## src/rtl/vga_pattern_gen_pkg.sv

```systemverilog
// Shared types for the VGA test-pattern source: pattern selector, RGB444 pixel,
// colour-bar palette and the one-axis bounce step used by the box mover.
package vga_pkg;

    typedef enum logic [1:0] {
        PAT_BARS     = 2'd0,
        PAT_CHECKER  = 2'd1,
        PAT_GRADIENT = 2'd2,
        PAT_BOX      = 2'd3
    } pattern_mode_e;

    typedef struct packed {
        logic [3:0] r;
        logic [3:0] g;
        logic [3:0] b;
    } rgb_t;

    // Index 0 is the leftmost bar.
    localparam rgb_t [0:7] BAR_COLORS = {
        12'hFFF, 12'hFF0, 12'h0FF, 12'h0F0,
        12'hF0F, 12'hF00, 12'h00F, 12'h000
    };

    // Returns {fwd, pos} after one bounce step; the turn-around consumes the step.
    function automatic logic [10:0] box_step(input logic [9:0] pos, input logic fwd,
                                             input logic [9:0] limit);
        if (fwd && pos == limit) return {1'b0, pos - 10'd1};
        if (!fwd && pos == 10'd0) return {1'b1, 10'd1};
        return fwd ? {1'b1, pos + 10'd1} : {1'b0, pos - 10'd1};
    endfunction

endpackage

```

## src/rtl/vga_pattern_gen_if.sv

```systemverilog
// Pixel-stream bundle between the timing generator side and the pattern source.
interface vga_pattern_gen_if;
    logic       i_hs;
    logic       i_vs;
    logic       i_activeArea;
    logic [9:0] i_px;
    logic [9:0] i_py;
    logic [1:0] i_mode;
    logic       o_hs;
    logic       o_vs;
    logic [3:0] o_red;
    logic [3:0] o_green;
    logic [3:0] o_blue;

    modport master (
        output i_hs, i_vs, i_activeArea, i_px, i_py, i_mode,
        input  o_hs, o_vs, o_red, o_green, o_blue
    );

    modport slave (
        input  i_hs, i_vs, i_activeArea, i_px, i_py, i_mode,
        output o_hs, o_vs, o_red, o_green, o_blue
    );
endinterface

```

## src/rtl/vga_pattern_gen_box_mover.sv

```systemverilog
// Bouncing-box position: steps one pixel per axis on every frame start and
// presents the post-step position in the frame-start cycle itself.
module vga_box_mover
    import vga_pkg::*;
#(
    parameter int H_ACTIVE = 640,
    parameter int V_ACTIVE = 480,
    parameter int BOX_SIZE = 32
) (
    input  logic       clk,
    input  logic       rst_n,
    input  logic       frame_start,
    output logic [9:0] box_x,
    output logic [9:0] box_y
);
    localparam logic [9:0] X_MAX = 10'(H_ACTIVE - BOX_SIZE);
    localparam logic [9:0] Y_MAX = 10'(V_ACTIVE - BOX_SIZE);

    logic [9:0]  x_q, y_q;
    logic        x_fwd, y_fwd;
    logic [10:0] x_nxt, y_nxt;

    assign x_nxt = box_step(x_q, x_fwd, X_MAX);
    assign y_nxt = box_step(y_q, y_fwd, Y_MAX);

    always_ff @(posedge clk or negedge rst_n) begin
        if (!rst_n) begin
            x_q   <= '0;
            y_q   <= '0;
            x_fwd <= 1'b1;
            y_fwd <= 1'b1;
        end else if (frame_start) begin
            {x_fwd, x_q} <= x_nxt;
            {y_fwd, y_q} <= y_nxt;
        end
    end

    assign box_x = frame_start ? x_nxt[9:0] : x_q;
    assign box_y = frame_start ? y_nxt[9:0] : y_q;

endmodule

```

## src/rtl/vga_pattern_gen.sv

```systemverilog
// Two-stage test-pattern source behind the VGA timing generator; sync and the
// active flag ride the same two stages so they stay aligned with the colour.
module vga_pattern_gen
    import vga_pkg::*;
#(
    parameter int H_ACTIVE   = 640,
    parameter int V_ACTIVE   = 480,
    parameter int BAR_WIDTH  = 80,
    parameter int CHECK_LOG2 = 5,
    parameter int BOX_SIZE   = 32
) (
    input  logic             i_clk,
    input  logic             i_reset_n,
    vga_pattern_gen_if.slave bus
);
    // Per-frame state
    logic          vs_prev, frame_start;
    pattern_mode_e mode_q, mode_cur;
    logic [7:0]    frame_cnt, frame_cur;
    logic [9:0]    box_x, box_y;

    // Reset clears vs_prev to 0, so leaving reset can never look like a falling edge.
    assign frame_start = vs_prev & ~bus.i_vs;
    assign mode_cur    = frame_start ? pattern_mode_e'(bus.i_mode) : mode_q;
    assign frame_cur   = frame_start ? frame_cnt + 8'd1 : frame_cnt;

    always_ff @(posedge i_clk or negedge i_reset_n) begin
        if (!i_reset_n) begin
            vs_prev   <= 1'b0;
            mode_q    <= PAT_BARS;
            frame_cnt <= '0;
        end else begin
            vs_prev   <= bus.i_vs;
            mode_q    <= mode_cur;
            frame_cnt <= frame_cur;
        end
    end

    vga_box_mover #(
        .H_ACTIVE (H_ACTIVE),
        .V_ACTIVE (V_ACTIVE),
        .BOX_SIZE (BOX_SIZE)
    ) u_box (
        .clk         (i_clk),
        .rst_n       (i_reset_n),
        .frame_start (frame_start),
        .box_x       (box_x),
        .box_y       (box_y)
    );

    // Stage 1 terms
    logic [2:0]  bar_idx;
    logic [10:0] px_w, py_w, bx_w, by_w;
    logic        in_box;

    always_comb begin
        bar_idx = 3'd0;
        for (int i = 1; i < 8; i++)
            if (int'(bus.i_px) >= i * BAR_WIDTH) bar_idx = 3'(i);
    end

    assign px_w   = {1'b0, bus.i_px};
    assign py_w   = {1'b0, bus.i_py};
    assign bx_w   = {1'b0, box_x};
    assign by_w   = {1'b0, box_y};
    assign in_box = (px_w >= bx_w) && (px_w < bx_w + 11'(BOX_SIZE)) &&
                    (py_w >= by_w) && (py_w < by_w + 11'(BOX_SIZE));

    rgb_t          bar_s1, grad_s1;
    logic          chk_s1, box_s1, act_s1;
    pattern_mode_e mode_s1;
    logic [1:0]    hs_pipe, vs_pipe;

    always_ff @(posedge i_clk or negedge i_reset_n) begin
        if (!i_reset_n) begin
            bar_s1  <= '0;
            grad_s1 <= '0;
            chk_s1  <= 1'b0;
            box_s1  <= 1'b0;
            act_s1  <= 1'b0;
            mode_s1 <= PAT_BARS;
            hs_pipe <= 2'b11;
            vs_pipe <= 2'b11;
        end else begin
            bar_s1  <= BAR_COLORS[bar_idx];
            grad_s1 <= {bus.i_px[8:5], bus.i_py[8:5], frame_cur[5:2]};
            chk_s1  <= bus.i_px[CHECK_LOG2] ^ bus.i_py[CHECK_LOG2];
            box_s1  <= in_box;
            act_s1  <= bus.i_activeArea;
            mode_s1 <= mode_cur;
            hs_pipe <= {hs_pipe[0], bus.i_hs};
            vs_pipe <= {vs_pipe[0], bus.i_vs};
        end
    end

    // Stage 2: select and blank
    rgb_t pix, rgb_q;

    always_comb begin
        pix = '0;
        case (mode_s1)
            PAT_BARS:     pix = bar_s1;
            PAT_CHECKER:  pix = chk_s1 ? rgb_t'(12'hFFF) : rgb_t'(12'h000);
            PAT_GRADIENT: pix = grad_s1;
            PAT_BOX:      pix = box_s1 ? rgb_t'(12'hFFF) : rgb_t'(12'h00F);
            default:      pix = '0;
        endcase
    end

    always_ff @(posedge i_clk or negedge i_reset_n) begin
        if (!i_reset_n) rgb_q <= '0;
        else            rgb_q <= act_s1 ? pix : '0;
    end

    assign bus.o_hs    = hs_pipe[1];
    assign bus.o_vs    = vs_pipe[1];
    assign bus.o_red   = rgb_q.r;
    assign bus.o_green = rgb_q.g;
    assign bus.o_blue  = rgb_q.b;

endmodule

```

## src/flat_wrapper.sv

```systemverilog
// flat-port wrapper written by rule: the top's interface ports become plain ports
module vga_pattern_gen_flat import vga_pkg::*;
#(
    parameter int H_ACTIVE   = 640,
    parameter int V_ACTIVE   = 480,
    parameter int BAR_WIDTH  = 80,
    parameter int CHECK_LOG2 = 5,
    parameter int BOX_SIZE   = 32
)
  (i_clk, i_reset_n, bus_i_hs, bus_i_vs, bus_i_activeArea, bus_i_px, bus_i_py, bus_i_mode, bus_o_hs, bus_o_vs, bus_o_red, bus_o_green, bus_o_blue);
  vga_pattern_gen_if bus_i ();
  input  logic i_clk;
  input  logic i_reset_n;
  input wire logic [$bits(bus_i.i_hs)-1:0] bus_i_hs;
  input wire logic [$bits(bus_i.i_vs)-1:0] bus_i_vs;
  input wire logic [$bits(bus_i.i_activeArea)-1:0] bus_i_activeArea;
  input wire logic [$bits(bus_i.i_px)-1:0] bus_i_px;
  input wire logic [$bits(bus_i.i_py)-1:0] bus_i_py;
  input wire logic [$bits(bus_i.i_mode)-1:0] bus_i_mode;
  output wire logic [$bits(bus_i.o_hs)-1:0] bus_o_hs;
  output wire logic [$bits(bus_i.o_vs)-1:0] bus_o_vs;
  output wire logic [$bits(bus_i.o_red)-1:0] bus_o_red;
  output wire logic [$bits(bus_i.o_green)-1:0] bus_o_green;
  output wire logic [$bits(bus_i.o_blue)-1:0] bus_o_blue;
  assign bus_i.i_hs = bus_i_hs;
  assign bus_i.i_vs = bus_i_vs;
  assign bus_i.i_activeArea = bus_i_activeArea;
  assign bus_i.i_px = bus_i_px;
  assign bus_i.i_py = bus_i_py;
  assign bus_i.i_mode = bus_i_mode;
  assign bus_o_hs = bus_i.o_hs;
  assign bus_o_vs = bus_i.o_vs;
  assign bus_o_red = bus_i.o_red;
  assign bus_o_green = bus_i.o_green;
  assign bus_o_blue = bus_i.o_blue;
  vga_pattern_gen #(.H_ACTIVE(H_ACTIVE), .V_ACTIVE(V_ACTIVE), .BAR_WIDTH(BAR_WIDTH), .CHECK_LOG2(CHECK_LOG2), .BOX_SIZE(BOX_SIZE)) u_core (.i_clk(i_clk), .i_reset_n(i_reset_n), .bus(bus_i));
endmodule
```

## config.mk

```make
export PLATFORM = sky130hd
export DESIGN_NAME = vga_pattern_gen_flat
export DESIGN_NICKNAME = d
export VERILOG_FILES = /design/src/rtl/vga_pattern_gen_pkg.sv /design/src/rtl/vga_pattern_gen_if.sv /design/src/rtl/vga_pattern_gen_box_mover.sv /design/src/rtl/vga_pattern_gen.sv /design/src/flat_wrapper.sv
export SDC_FILE = /design/constraint.sdc
export NUM_CORES = 1
export LEC_CHECK = 0
export ABC_AREA = 0
export BUFFER_PORTS_ARGS = -buffer_cell sky130_fd_sc_hd__buf_2
export CORE_MARGIN = 5
export CORE_UTILIZATION = 57
export DETAILED_ROUTE_END_ITERATION = 10
export PLACE_DENSITY = 0.79
export REMOVE_ABC_BUFFERS = 1
export SETUP_SLACK_MARGIN = 0.2
export SYNTH_ARGS = -nofsm -noshare
export SYNTH_HDL_FRONTEND = slang
export SYNTH_HIERARCHICAL = 1
export SYNTH_SLANG_ARGS = --single-unit
```

## constraint.sdc

```tcl
create_clock -name i_clk -period 6.2 [get_ports i_clk]
set_clock_uncertainty 0.2 [all_clocks]
set_input_delay 0.93 -clock i_clk [delete_from_list [all_inputs] [get_ports i_clk]]
set_output_delay 0.93 -clock i_clk [all_outputs]
set_load 0.005 [all_outputs]
```

==> impl_metrics.py <==
metrics = {
    "hold_path": {
        "hold_end": "u_core/vs_pipe[1]",
        "timing.hold.worst_path_depth": 0,
        "hp-start": "u_core/vs_pipe[0]",
        "timing.hold.worst.class": "reg -> reg",
    },
    "sta": {
        "drv_slew": 0,
        "min_period_over_period_pct": 70.8,
        "maxClockFrequency_mhz": 228,
        "slew_headroom_pct": 48.4,
        "finalCriticalPeriod_ns": 4.39,
        "rsz0062_at_grt": "no",
        "setup-violations-final": 0,
        "finalHoldViolCount": 0,
        "final_hold_slack_ns": 0.158,
        "setup_tns_ns": 0,
        "worst_pin_slew_ns": 0.775,
    },
    "logic_synthesis": {
        "synth.distinct_cells": 72,
        "synth.top_cell.area_share_pct": 33.2,
        "seq_area_frac_synth_pct": 37.0,
        "synthMostInstantiatedCell": "dfrtp_1",
        "yosys_register_bits": 61,
        "synth_warnings": 6,
        "syn-cell-area_mm2": 0.00415,
        "synth_cells": 445,
        "post-synth-top-area-cell": "dfrtp_1",
        "synth_async_sr_flop_share_pct": 100,
        "synth-edff-count": 0,
        "dominantRegCellSynth": "dfrtp_1",
        "synth.avg_cell_area_um2": 9.32,
        "top_post_synthesis_cells_by_area": "dfrtp_1, ha_1, dfstp_2, o21ai_0, nor2_1",
        "synthTopCellsByCount": "dfrtp_1, ha_1, nor2_1",
    },
    "routing": {
        "ant_nets": 0,
        "detail_route.wl_per_cell_um": 15.9,
        "drt_pass1_iterations": 5,
        "drt_wl_total_um": 9220,
        "drt-initial-drc-count": 245,
        "drc_errors": 0,
        "routed-via-count": 3489,
        "via_per_instance_ratio": 6.01,
    },
    "cts": {
        "cts_made_buffers": 9,
        "clkSinkCount": 61,
        "worstSkewPairLatency_ns": 0.33,
        "path_clk_slew_ns": 0.07,
        "cts_resized": 0,
        "postCtsHoldBufs": 0,
        "tritoncts": "done",
        "cts_post_setup_buffers_inserted": 0,
        "clock_tree.buffer_depth": 2,
        "cts_htree_levels": 3,
        "root_buffer": "clkbuf_8",
    },
    "critical_path": {
        "worst-r2r-cell-count": 15,
        "worstReg2RegEnd": "u_core/box_s1",
        "endpoint_kind": "flop",
        "timing.setup.critical_path_class": "reg -> reg",
        "critical_path.reg2reg.startpoint": "u_core/u_box/x_q[0]",
        "crit_arrival_ns": 4.43,
        "cp.required_ns": 6.24,
        "worstPathMaxFanout": 12,
        "worstSetupStartpointType": "flop",
        "r2r_slack_ns": 1.81,
    },
    "final_layout": {
        "final-instance-count-excl-fill": 581,
        "flow.area_growth_from_synthesis_pct": 9.65,
        "stdcell_area_mm2": 0.00455,
        "final_layout_size_suffix_gt1_share_pct": 20.1,
        "insertedDiodeCount": 0,
        "finalCoreUtilization_pct": 63.4,
        "fin_nets": 541,
        "nFillCells": 587,
    },
    "global_routing": {
        "grt_usage_pct": 22.1,
        "grt_pass1_wl_um": 15800,
        "grt_antenna_before_repair": 0,
        "grt.overflow.total": 0,
        "vias_in_the_first_global_route": 3410,
        "maximum_number_of_pins_on_one_net_before_global_route_repair": 62,
    },
    "placement": {
        "place.gp.congestion": 0.941,
        "placed_cells": 565,
        "place.port_buffers": 40,
        "detailed_place_hpwl_um": 6600,
        "detailed_place.area_mm2": 0.00437,
    },
    "floorplanning": {
        "placementRows": 31,
        "initial_utilization_pct": 57.8,
        "core_region_area_mm2": 0.00718,
        "design.die.area_mm2": 0.00908,
        "fp.dieH_um": 95.3,
        "die_width_um": 95.3,
        "design.portCount": 41,
    },
    "pwr": {
        "power.density_cell_area_mw_per_mm2": 354,
        "total_leakage_power_nw": 1.99,
        "ir_drop_mv": 0.178,
    },
    "run": {
        "max-cap-violations": 0,
    },
    "status": {
        "run_status": "complete, no violations",
    },
}
[state kept, by name, indices dropped and copies added (netlist names)]
name and flops:
u_core/bus.o_blue 4, u_core/mode_s1 2, u_core/box_s1 1, u_core/chk_s1 1, u_core/vs_pipe 2, u_core/vs_prev 1, u_core/bus.o_red 4, u_core/u_box/x_q 10
u_core/frame_cnt 2, u_core/bar_s1 3, u_core/act_s1 1, u_core/grad_s1 12, u_core/u_box/y_fwd 1, u_core/u_box/x_fwd 1, u_core/bus.o_green 4, u_core/hs_pipe 2
u_core/u_box/y_q 10
[how the worst max path moves through the flow]
stage	slack (ns)	startpoint	cells after the start	endpoint
global route	1.54	u_core/u_box/x_q[0]	15	u_core/box_s1
finish	1.81	u_core/u_box/x_q[0]	15	u_core/box_s1
floorplan	0.99	bus_i_vs	13	u_core/box_s1
CTS	1.81	u_core/u_box/x_q[0]	15	u_core/box_s1
detailed placement	1.83	u_core/u_box/x_q[0]	15	u_core/box_s1
global placement	2.04	u_core/u_box/x_q[0]	15	u_core/box_s1
[cell type report]
type	count	area [um2]	share of cell area, %
multi-input cells	334	2390	52.6
well taps	99	124	2.72
clock inverters	7	50.0	1.10
flip-flops and latches	61	1530	33.7
repair buffers	42	215	4.73
clock buffers	9	124	2.72
inverters	29	109	2.39
[stage by stage]
step,worst slack (ns),power (mW)
after global placement,2.04,1.26
final,1.81,1.61
after floorplan,0.992,1.10
after detailed placement,1.83,1.28
after global routing,1.54,1.75
after CTS,1.81,1.61
[power by group]
part	internal (mW)	leakage [nW]	switching [mW]
clock	0.147	0.0937	0.170
sequential	0.490	0.743	0.147
combinational	0.298	1.15	0.358
total	0.934	1.99	0.674
[logic make-up after synthesis]
logic type | synth area share, %
adder cells (fa/ha/maj) | 11.4
AO/OA/AOI/OAI | 19.2
flip-flops | 37.0
multiplexers | 3.71
buffers and inverters | 5.40
XOR/XNOR | 2.53
AND/OR/NAND/NOR | 20.7
[metal layers]
layer | up-vias | track usage [%] | part of all wire, %
met3 | 7 | 4.97 | 6.1
li1 | 1694 | - | -
met5 | - | 0 | 0
met1 | 1680 | 28.8 | 45
met4 | 0 | 6.49 | 0.93
met2 | 108 | 36.7 | 48
[critical path: stages, from the launching register on]
cell	delay (ns)
dfrtp_1	0.45
inv_1	0.15
ha_1	0.19
or3b_2	0.49
a211oi_2	0.62
o221ai_1	0.20
a22o_1	0.33
ha_1	0.29
inv_1	0.04
ha_1	0.28
nand4b_1	0.10
a21oi_1	0.06
a211o_1	0.29
a221oi_2	0.26
o221ai_2	0.13
nor4b_2	0.23
[layout by cell type (no fill, tap or decap), drive strengths merged, types with 4 or more instances in the layout]
master,Yosys,final
a21boi,7,7
nor2b,15,15
dfrtp,55,55
nand4,10,10
a211oi,5,5
a22o,6,6
o22ai,7,7
xnor2,9,9
clkbuf,14,9
o31ai,6,6
o21ai,31,31
nand2,26,26
or4,7,7
or3,6,6
nor2,30,30
a21o,4,4
a221o,4,4
buf,7,42
nand2b,7,7
inv,27,29
clkinv,2,7
nor4,7,7
nor3,20,20
mux2,9,9
a21oi,18,18
dfstp,6,6
ha,37,37
nand3,15,15
No activity file was read; power rests on OpenSTA's default activity.
